$ cat src/rtl/pipe_pkg.sv
// ---------------------------------------------------------------------------
// pipe_pkg
// Shared definitions for the inter-stage pipeline register:
//   - bubble instruction value and default payload field widths
//   - bit offsets of the packed control bundle
//     {AluSrcA, AluSrcB, MemRead, MemWrite, RegWrite, op[2:0], RegData[1:0]}
//   - stage state encoding and its occupancy decode
// ---------------------------------------------------------------------------
package pipe_pkg;

  localparam int INST_W_DEF = 16;
  localparam int DATA_W_DEF = 16;
  localparam int WIN_W_DEF  = 2;
  localparam int CTRL_W     = 10;

  localparam logic [15:0] NOP_INST = 16'h8040;

  // Control bundle bit positions (LSB of multi-bit fields)
  localparam int CTRL_REGDATA_LSB = 0;
  localparam int CTRL_OP_LSB      = 2;
  localparam int CTRL_REGWRITE    = 5;
  localparam int CTRL_MEMWRITE    = 6;
  localparam int CTRL_MEMREAD     = 7;
  localparam int CTRL_ALUSRCB     = 8;
  localparam int CTRL_ALUSRCA     = 9;

  // The encoding doubles as the entry count held by the stage.
  typedef enum logic [1:0] {
    ST_EMPTY = 2'd0,
    ST_FULL  = 2'd1,
    ST_SKID  = 2'd2
  } state_e;

  function automatic logic [1:0] state_occupancy(input state_e s);
    logic [1:0] occ;
    case (s)
      ST_EMPTY: occ = 2'd0;
      ST_FULL:  occ = 2'd1;
      ST_SKID:  occ = 2'd2;
      default:  occ = 2'd0;
    endcase
    return occ;
  endfunction

endpackage

$ cat src/rtl/pipe_slot.sv
// ---------------------------------------------------------------------------
// pipe_slot
// One payload register {inst, rega, regb, win, ctrl}.
// Priority: rst_n low > clear (load bubble) > load (capture d_*) > hold.
// Ports:
//   clk, rst_n          clock, synchronous active-low reset
//   load, clear         capture d_* / load the bubble
//   d_inst..d_ctrl      payload to capture
//   q_inst..q_ctrl      registered payload
// ---------------------------------------------------------------------------
module pipe_slot #(
  parameter int                INST_W   = 16,
  parameter int                DATA_W   = 16,
  parameter int                WIN_W    = 2,
  parameter int                CTRL_W   = 10,
  parameter logic [INST_W-1:0] NOP_INST = pipe_pkg::NOP_INST
) (
  input  logic              clk,
  input  logic              rst_n,
  input  logic              load,
  input  logic              clear,
  input  logic [INST_W-1:0] d_inst,
  input  logic [DATA_W-1:0] d_rega,
  input  logic [DATA_W-1:0] d_regb,
  input  logic [WIN_W-1:0]  d_win,
  input  logic [CTRL_W-1:0] d_ctrl,
  output logic [INST_W-1:0] q_inst,
  output logic [DATA_W-1:0] q_rega,
  output logic [DATA_W-1:0] q_regb,
  output logic [WIN_W-1:0]  q_win,
  output logic [CTRL_W-1:0] q_ctrl
);

  // Payload register: reset and clear both yield the safe bubble.
  always_ff @(posedge clk) begin
    if (!rst_n || clear) begin
      q_inst <= NOP_INST;
      q_rega <= {DATA_W{1'b0}};
      q_regb <= {DATA_W{1'b0}};
      q_win  <= {WIN_W{1'b0}};
      q_ctrl <= {CTRL_W{1'b0}};
    end else if (load) begin
      q_inst <= d_inst;
      q_rega <= d_rega;
      q_regb <= d_regb;
      q_win  <= d_win;
      q_ctrl <= d_ctrl;
    end else begin
      q_inst <= q_inst;
      q_rega <= q_rega;
      q_regb <= q_regb;
      q_win  <= q_win;
      q_ctrl <= q_ctrl;
    end
  end

endmodule

$ cat src/rtl/pipe_stage_reg.sv
// ---------------------------------------------------------------------------
// pipe_stage_reg
// Inter-stage pipeline register with valid/ready handshake, flush and
// bubble insertion. Outputs come from the main slot flops; an empty stage
// presents NOP_INST with zero operands/window/control.
// SKID=1: two entries (main + skid), in_ready registered.
// SKID=0: single entry, in_ready = !out_valid | out_ready.
// Ports:
//   clk, rst_n, flush                 clock, sync active-low reset, discard all
//   in_valid/in_ready, in_*           upstream handshake and payload
//   out_valid/out_ready, out_*        downstream handshake and payload
//   occupancy                         entries held (0..2)
// ---------------------------------------------------------------------------
module pipe_stage_reg #(
  parameter int                INST_W   = pipe_pkg::INST_W_DEF,
  parameter int                DATA_W   = pipe_pkg::DATA_W_DEF,
  parameter int                WIN_W    = pipe_pkg::WIN_W_DEF,
  parameter int                CTRL_W   = pipe_pkg::CTRL_W,
  parameter logic [INST_W-1:0] NOP_INST = pipe_pkg::NOP_INST,
  parameter bit                SKID     = 1'b1
) (
  input  logic              clk,
  input  logic              rst_n,
  input  logic              flush,
  input  logic              in_valid,
  output logic              in_ready,
  input  logic [INST_W-1:0] in_inst,
  input  logic [DATA_W-1:0] in_rega,
  input  logic [DATA_W-1:0] in_regb,
  input  logic [WIN_W-1:0]  in_win,
  input  logic [CTRL_W-1:0] in_ctrl,
  output logic              out_valid,
  input  logic              out_ready,
  output logic [INST_W-1:0] out_inst,
  output logic [DATA_W-1:0] out_rega,
  output logic [DATA_W-1:0] out_regb,
  output logic [WIN_W-1:0]  out_win,
  output logic [CTRL_W-1:0] out_ctrl,
  output logic [1:0]        occupancy
);

  import pipe_pkg::*;

  state_e      state_r;
  state_e      next_state_s;
  logic        out_valid_r;
  logic [1:0]  occupancy_r;
  logic        accept_s;
  logic        consume_s;
  logic        main_load_s;
  logic        main_clear_s;
  logic        main_from_skid_s;
  logic        skid_load_s;
  logic        skid_clear_s;

  logic [INST_W-1:0] skid_inst_s;
  logic [DATA_W-1:0] skid_rega_s;
  logic [DATA_W-1:0] skid_regb_s;
  logic [WIN_W-1:0]  skid_win_s;
  logic [CTRL_W-1:0] skid_ctrl_s;

  logic [INST_W-1:0] main_d_inst_s;
  logic [DATA_W-1:0] main_d_rega_s;
  logic [DATA_W-1:0] main_d_regb_s;
  logic [WIN_W-1:0]  main_d_win_s;
  logic [CTRL_W-1:0] main_d_ctrl_s;

  assign accept_s  = in_valid & in_ready;
  assign consume_s = out_valid_r & out_ready;
  assign out_valid = out_valid_r;
  assign occupancy = occupancy_r;

  // Next-state and slot-control decode; flush overrides the handshake.
  always_comb begin
    next_state_s     = state_r;
    main_load_s      = 1'b0;
    main_clear_s     = 1'b0;
    main_from_skid_s = 1'b0;
    skid_load_s      = 1'b0;
    skid_clear_s     = 1'b0;
    if (flush) begin
      // Same-cycle in_valid is dropped; a same-cycle consume still completes.
      next_state_s = ST_EMPTY;
      main_clear_s = 1'b1;
      skid_clear_s = 1'b1;
    end else begin
      case (state_r)
        ST_EMPTY: begin
          if (accept_s) begin
            next_state_s = ST_FULL;
            main_load_s  = 1'b1;
          end else begin
            next_state_s = ST_EMPTY;
          end
        end
        ST_FULL: begin
          if (accept_s && consume_s) begin
            next_state_s = ST_FULL;
            main_load_s  = 1'b1;
          end else if (accept_s && SKID) begin
            // Main is stalled: park the new entry behind it.
            next_state_s = ST_SKID;
            skid_load_s  = 1'b1;
          end else if (consume_s) begin
            next_state_s = ST_EMPTY;
            main_clear_s = 1'b1;
          end else begin
            next_state_s = ST_FULL;
          end
        end
        ST_SKID: begin
          if (consume_s) begin
            next_state_s     = ST_FULL;
            main_load_s      = 1'b1;
            main_from_skid_s = 1'b1;
            skid_clear_s     = 1'b1;
          end else begin
            next_state_s = ST_SKID;
          end
        end
        default: begin
          next_state_s = ST_EMPTY;
          main_clear_s = 1'b1;
          skid_clear_s = 1'b1;
        end
      endcase
    end
  end

  // State register with valid and occupancy registered alongside it.
  always_ff @(posedge clk) begin
    if (!rst_n) begin
      state_r     <= ST_EMPTY;
      out_valid_r <= 1'b0;
      occupancy_r <= 2'd0;
    end else begin
      state_r     <= next_state_s;
      out_valid_r <= (next_state_s != ST_EMPTY);
      occupancy_r <= state_occupancy(next_state_s);
    end
  end

  // Main slot source: the skid entry drains first to keep FIFO order.
  always_comb begin
    if (main_from_skid_s) begin
      main_d_inst_s = skid_inst_s;
      main_d_rega_s = skid_rega_s;
      main_d_regb_s = skid_regb_s;
      main_d_win_s  = skid_win_s;
      main_d_ctrl_s = skid_ctrl_s;
    end else begin
      main_d_inst_s = in_inst;
      main_d_rega_s = in_rega;
      main_d_regb_s = in_regb;
      main_d_win_s  = in_win;
      main_d_ctrl_s = in_ctrl;
    end
  end

  pipe_slot #(
    .INST_W(INST_W), .DATA_W(DATA_W), .WIN_W(WIN_W), .CTRL_W(CTRL_W), .NOP_INST(NOP_INST)
  ) u_main (
    .clk(clk), .rst_n(rst_n), .load(main_load_s), .clear(main_clear_s),
    .d_inst(main_d_inst_s), .d_rega(main_d_rega_s), .d_regb(main_d_regb_s),
    .d_win(main_d_win_s), .d_ctrl(main_d_ctrl_s),
    .q_inst(out_inst), .q_rega(out_rega), .q_regb(out_regb),
    .q_win(out_win), .q_ctrl(out_ctrl)
  );

  if (SKID) begin : g_skid
    logic in_ready_r;

    // Registered ready: only a full skid slot refuses input.
    always_ff @(posedge clk) begin
      if (!rst_n) begin
        in_ready_r <= 1'b1;
      end else begin
        in_ready_r <= (next_state_s != ST_SKID);
      end
    end

    assign in_ready = in_ready_r;

    pipe_slot #(
      .INST_W(INST_W), .DATA_W(DATA_W), .WIN_W(WIN_W), .CTRL_W(CTRL_W), .NOP_INST(NOP_INST)
    ) u_skid (
      .clk(clk), .rst_n(rst_n), .load(skid_load_s), .clear(skid_clear_s),
      .d_inst(in_inst), .d_rega(in_rega), .d_regb(in_regb),
      .d_win(in_win), .d_ctrl(in_ctrl),
      .q_inst(skid_inst_s), .q_rega(skid_rega_s), .q_regb(skid_regb_s),
      .q_win(skid_win_s), .q_ctrl(skid_ctrl_s)
    );
  end else begin : g_noskid
    logic skid_ctl_unused_s;

    assign skid_ctl_unused_s = skid_load_s | skid_clear_s;
    assign in_ready    = ~out_valid_r | out_ready;
    assign skid_inst_s = NOP_INST;
    assign skid_rega_s = {DATA_W{1'b0}};
    assign skid_regb_s = {DATA_W{1'b0}};
    assign skid_win_s  = {WIN_W{1'b0}};
    assign skid_ctrl_s = {CTRL_W{1'b0}};
  end

endmodule
$ cat config.mk
export PLATFORM = sky130hd
export DESIGN_NAME = pipe_stage_reg
export DESIGN_NICKNAME = d
export VERILOG_FILES = /design/src/rtl/pipe_pkg.sv /design/src/rtl/pipe_slot.sv /design/src/rtl/pipe_stage_reg.sv
export SDC_FILE = /design/constraint.sdc
export NUM_CORES = 1
export LEC_CHECK = 0
export CAP_MARGIN = 20
export CORE_AREA = 8 8 113 115
export DETAILED_ROUTE_END_ITERATION = 8
export DIE_AREA = 0 0 121 123
export PLACE_DENSITY = 0.78
export RECOVER_POWER = 25
export SETUP_SLACK_MARGIN = 0.02
export SYNTH_ARGS = -nofsm -noshare
export SYNTH_HDL_FRONTEND = slang
export SYNTH_SLANG_ARGS = --single-unit
export TNS_END_PERCENT = 1
$ cat constraint.sdc
create_clock -name clk -period 1.9 [get_ports clk]
set_input_delay 0.38 -clock clk [delete_from_list [all_inputs] [get_ports clk]]
set_output_delay 0.38 -clock clk [all_outputs]
set_load 0.1 [all_outputs]
==> results by group <==
Synthesis
  • Post-Syn Nets: 640
  • Area contributors post-synth: dfxtp_1, mux2i_1, a21oi_1
  • Count leader, synth: dfxtp_1
  • Post-synth top flop: dfxtp_1
  • Yosys top cell area share: 48.3%
  • Cell variety after synth: 32
  • Area of the mapped netlist: 0.00523 mm2
  • Seq/Total Area, Yosys: 48.3%
  • YS warnings: 0
  • Syn Area/Cell: 9.11 um2
  • Top post-synthesis cells by count: dfxtp_1, nand2_1, a21oi_1
  • Yosys reg bits: 126
  • Asr flop ratio synth: 0%
  • Area leader, netlist: dfxtp_1
  • Syn Inst Count: 574
  • Post-synth EDFFs: 0

Layout
  • Area Overhead vs Synth: 39.7%
  • Share of layout cells above drive strength 1: 20.9%
  • Non-filler cells, final: 862
  • Net total in the final layout: 773
  • Antenna diodes: 0
  • Final core occ: 65.9%

GRT
  • Met1 Usage GRT: 24.3%
  • Initial antenna violation count: 0
  • First-pass GRT wire length: 24500 um
  • Total grt overflow: 0
  • Gr busiest metal: met2
  • M3 GR Usage: 5.66%
  • Largest net degree at the start of global routing: 49
  • GR Util met2: 34.9%
  • GRT Overall Usage: 20.4%
  • Vias in the first global route: 4847

Power
  • Power density over the cells: 1000 mW/mm2
  • Max VDD drop: 567 uV
  • PnR Total Power: 7.33 mW
  • Pleak: 2.90 nW

Worst setup path
  • Critical Path End Type: flop
  • Crit path max fanout: 18
  • Critical path's largest stage delay: 0.43 ns
  • Slowest stage cell, crit path: clkdlybuf4s50_1
  • Reg-to-Reg Start: out_valid
  • Worst setup SP type: input pin
  • R2R cell count: 8
  • Worst EP required: 2.24 ns
  • R2R Setup Slk: 0.17 ns
  • Worst Path Arrival: 2.11 ns
  • CP cell instances: clkdlybuf4s50_1, nand2_2, inv_2, ha_1, and2_1, a211oi_4, buf_4, o31ai_1, a21oi_1
  • CP top delay family: buffers and inverters
  • Crit path buf inv count: 3
  • Reg2reg end: u_main.q_regb[6]
  • Setup CP Type: in2reg

Clock tree
  • TritonCTS clock tree: done
  • Clock sinks: 126
  • Root buffer cell: clkbuf_16
  • Cts bufs inserted: 17
  • CTS clk-pin slew, worst paths: 0.05 ns
  • Clk_lat worst skew: 0.41 ns
  • Maximum clock path buffer count: 2
  • H-tree depth: 4

Route
  • Final ANT Viol Nets: 0
  • Wirelength per Cell: 17.6 um
  • DRC Markers: 0
  • Vias post-DR: 4782
  • DR vias/cell: 5.55
  • Initial drt markers: 361
  • Drt first pass iters: 8
  • WL final: 15200 um

Hold path
  • Hold Crit Class: reg2reg
  • Worst hold path stage count: 2
  • Worst Hold Path EP: g_skid.u_skid.q_inst[9]
  • Hold_sp: g_skid.u_skid.q_inst[9]

STA
  • Post-route setup TNS: 0 ns
  • Slew Viols, Final: 0
  • Final Hold Fails: 0
  • Min Tclk post-route: 1.77 ns
  • Worst relative slew slack: 62.7%
  • Crit share post-route: 93.4%
  • Clock Skews: 0.0180 ns
  • RSZ-0062 raised after global routing: no
  • Final WS setup: 0.125 ns
  • Slew @ Worst Pin: 0.562 ns
  • # setup viols final: 0
  • Max Freq: 563 MHz

Job
  • Max_cap viols: 0

Die
  • Core footprint: 0.0111 mm2
  • Starting Density: 47.2%
  • Die W: 121 um
  • # rows: 39
  • Top-level I/O count: 129
  • DIE HEIGHT: 123 um
  • Die ar.: 0.0149 mm2

Place
  • Post-DP HPWL: 10200 um
  • Number of I/O port buffers: 128
  • Placed Cells: 831
  • GPL Wtd Cong: 0.834
  • Worst slack at placement: -0.309 ns

Run status
  • Status: complete, no violations
-- logic make-up (layout without fill, tap and decap cells) --
| logic type | Yosys count | count (layout) | synth area share [%] |
|---|---|---|---|
| adders and majority gates | 1 | 1 | 0.239 |
| DFF | 126 | 126 | 48.3 |
| buffers and inverters | 59 | 204 | 6.22 |
| AOI/OAI and AO/OA | 188 | 188 | 21.6 |
| and+or+nand+nor | 140 | 140 | 12.2 |
| muxes | 60 | 60 | 11.5 |
-- how the worst max path moves through the flow --
stage,depth (start not counted),to,from,slack [ns]
after global routing,9,u_main.q_regb[6],out_ready,0.03
after floorplan,8,u_main.q_inst[15],out_valid,0.11
final,9,u_main.q_regb[6],out_ready,0.13
after global placement,7,u_main.q_rega[13],out_ready,-0.21
after detailed placement,7,u_main.q_regb[3],out_ready,-0.31
after CTS,5,u_main.q_regb[3],state_r[1],0.08
-- routing by layer --
layer / vias up / routed length (um)
met2: 173 / 7520
met4: 0 / 197
met1: 2290 / 6500
met5: - / 0
li1: 2298 / -
met3: 21 / 990
-- cell usage in the layout, fill, tap and decap left out, types with 2 or more instances in the layout --
master | netlist | routed
dfxtp_1 | 126 | 123
nand2_2 | 1 | 2
mux2i_1 | 60 | 60
clkdlybuf4s50_1 | 0 | 63
clkinv_4 | 0 | 3
o311a_1 | 2 | 2
nand2_1 | 120 | 119
a211o_1 | 2 | 2
bufinv_16 | 0 | 5
clkbuf_2 | 0 | 43
dfxtp_4 | 0 | 2
nor2b_1 | 2 | 2
nand4b_4 | 2 | 2
nor2_1 | 3 | 3
buf_4 | 4 | 43
a211oi_4 | 1 | 2
buf_12 | 0 | 15
nor3_4 | 0 | 2
inv_6 | 0 | 2
a21oi_1 | 118 | 118
o21ai_0 | 4 | 4
clkbuf_16 | 0 | 18
inv_1 | 5 | 5
nand3_1 | 3 | 3
o31ai_1 | 58 | 58
-- tightest hold or removal path: cells and delay by family, from the launching register on --
kind / cells / cell delay [ns]
flops: 1 / 0.30
simple gates: 1 / 0.05
compound gates: 1 / 0.05
-- where the power goes --
| part | leakage, nW | internal (mW) | switching (mW) | total [mW] |
|---|---|---|---|---|
| logic | 1.55 | 0.313 | 0.645 | 0.958 |
| clock network | 0.325 | 2.45 | 1.19 | 3.63 |
| registers | 1.02 | 2.70 | 0.0415 | 2.74 |
| total | 2.90 | 5.46 | 1.87 | 7.33 |
-- area by class of cell --
type	count	area, um2
clock buffer	19	464
clock inverter	12	206
fill	887	3780
inverter	6	22.5
multi-input combinational	389	2400
sequential	126	2530
tap	143	179
timing repair buffer	167	1490
-- metrics by stage --
stage	area [um2]	hold slack [ns]
final	7300	0.453
after global routing	7300	0.468
after CTS	7470	0.455
after detailed placement	6800	0.448
after global placement	6800	0.441
after floorplan	5240	0.436
-- what timing repair did --
action                     4_1_cts  5_1_grt
buffers inserted                 0        0
gates resized for setup          0        2
hold buffers                     0        0
setup endpoints to repair        0       16
-- sequential cells by signal, summed over array words and instances (netlist names), 10 cells and up --
register	cells
u_main.q_ctrl	10
u_main.q_rega	16
g_skid.u_skid.q_ctrl	10
u_main.q_regb	16
g_skid.u_skid.q_regb	16
g_skid.u_skid.q_inst	16
g_skid.u_skid.q_rega	16
u_main.q_inst	16
(Power assumes the default switching activity.)
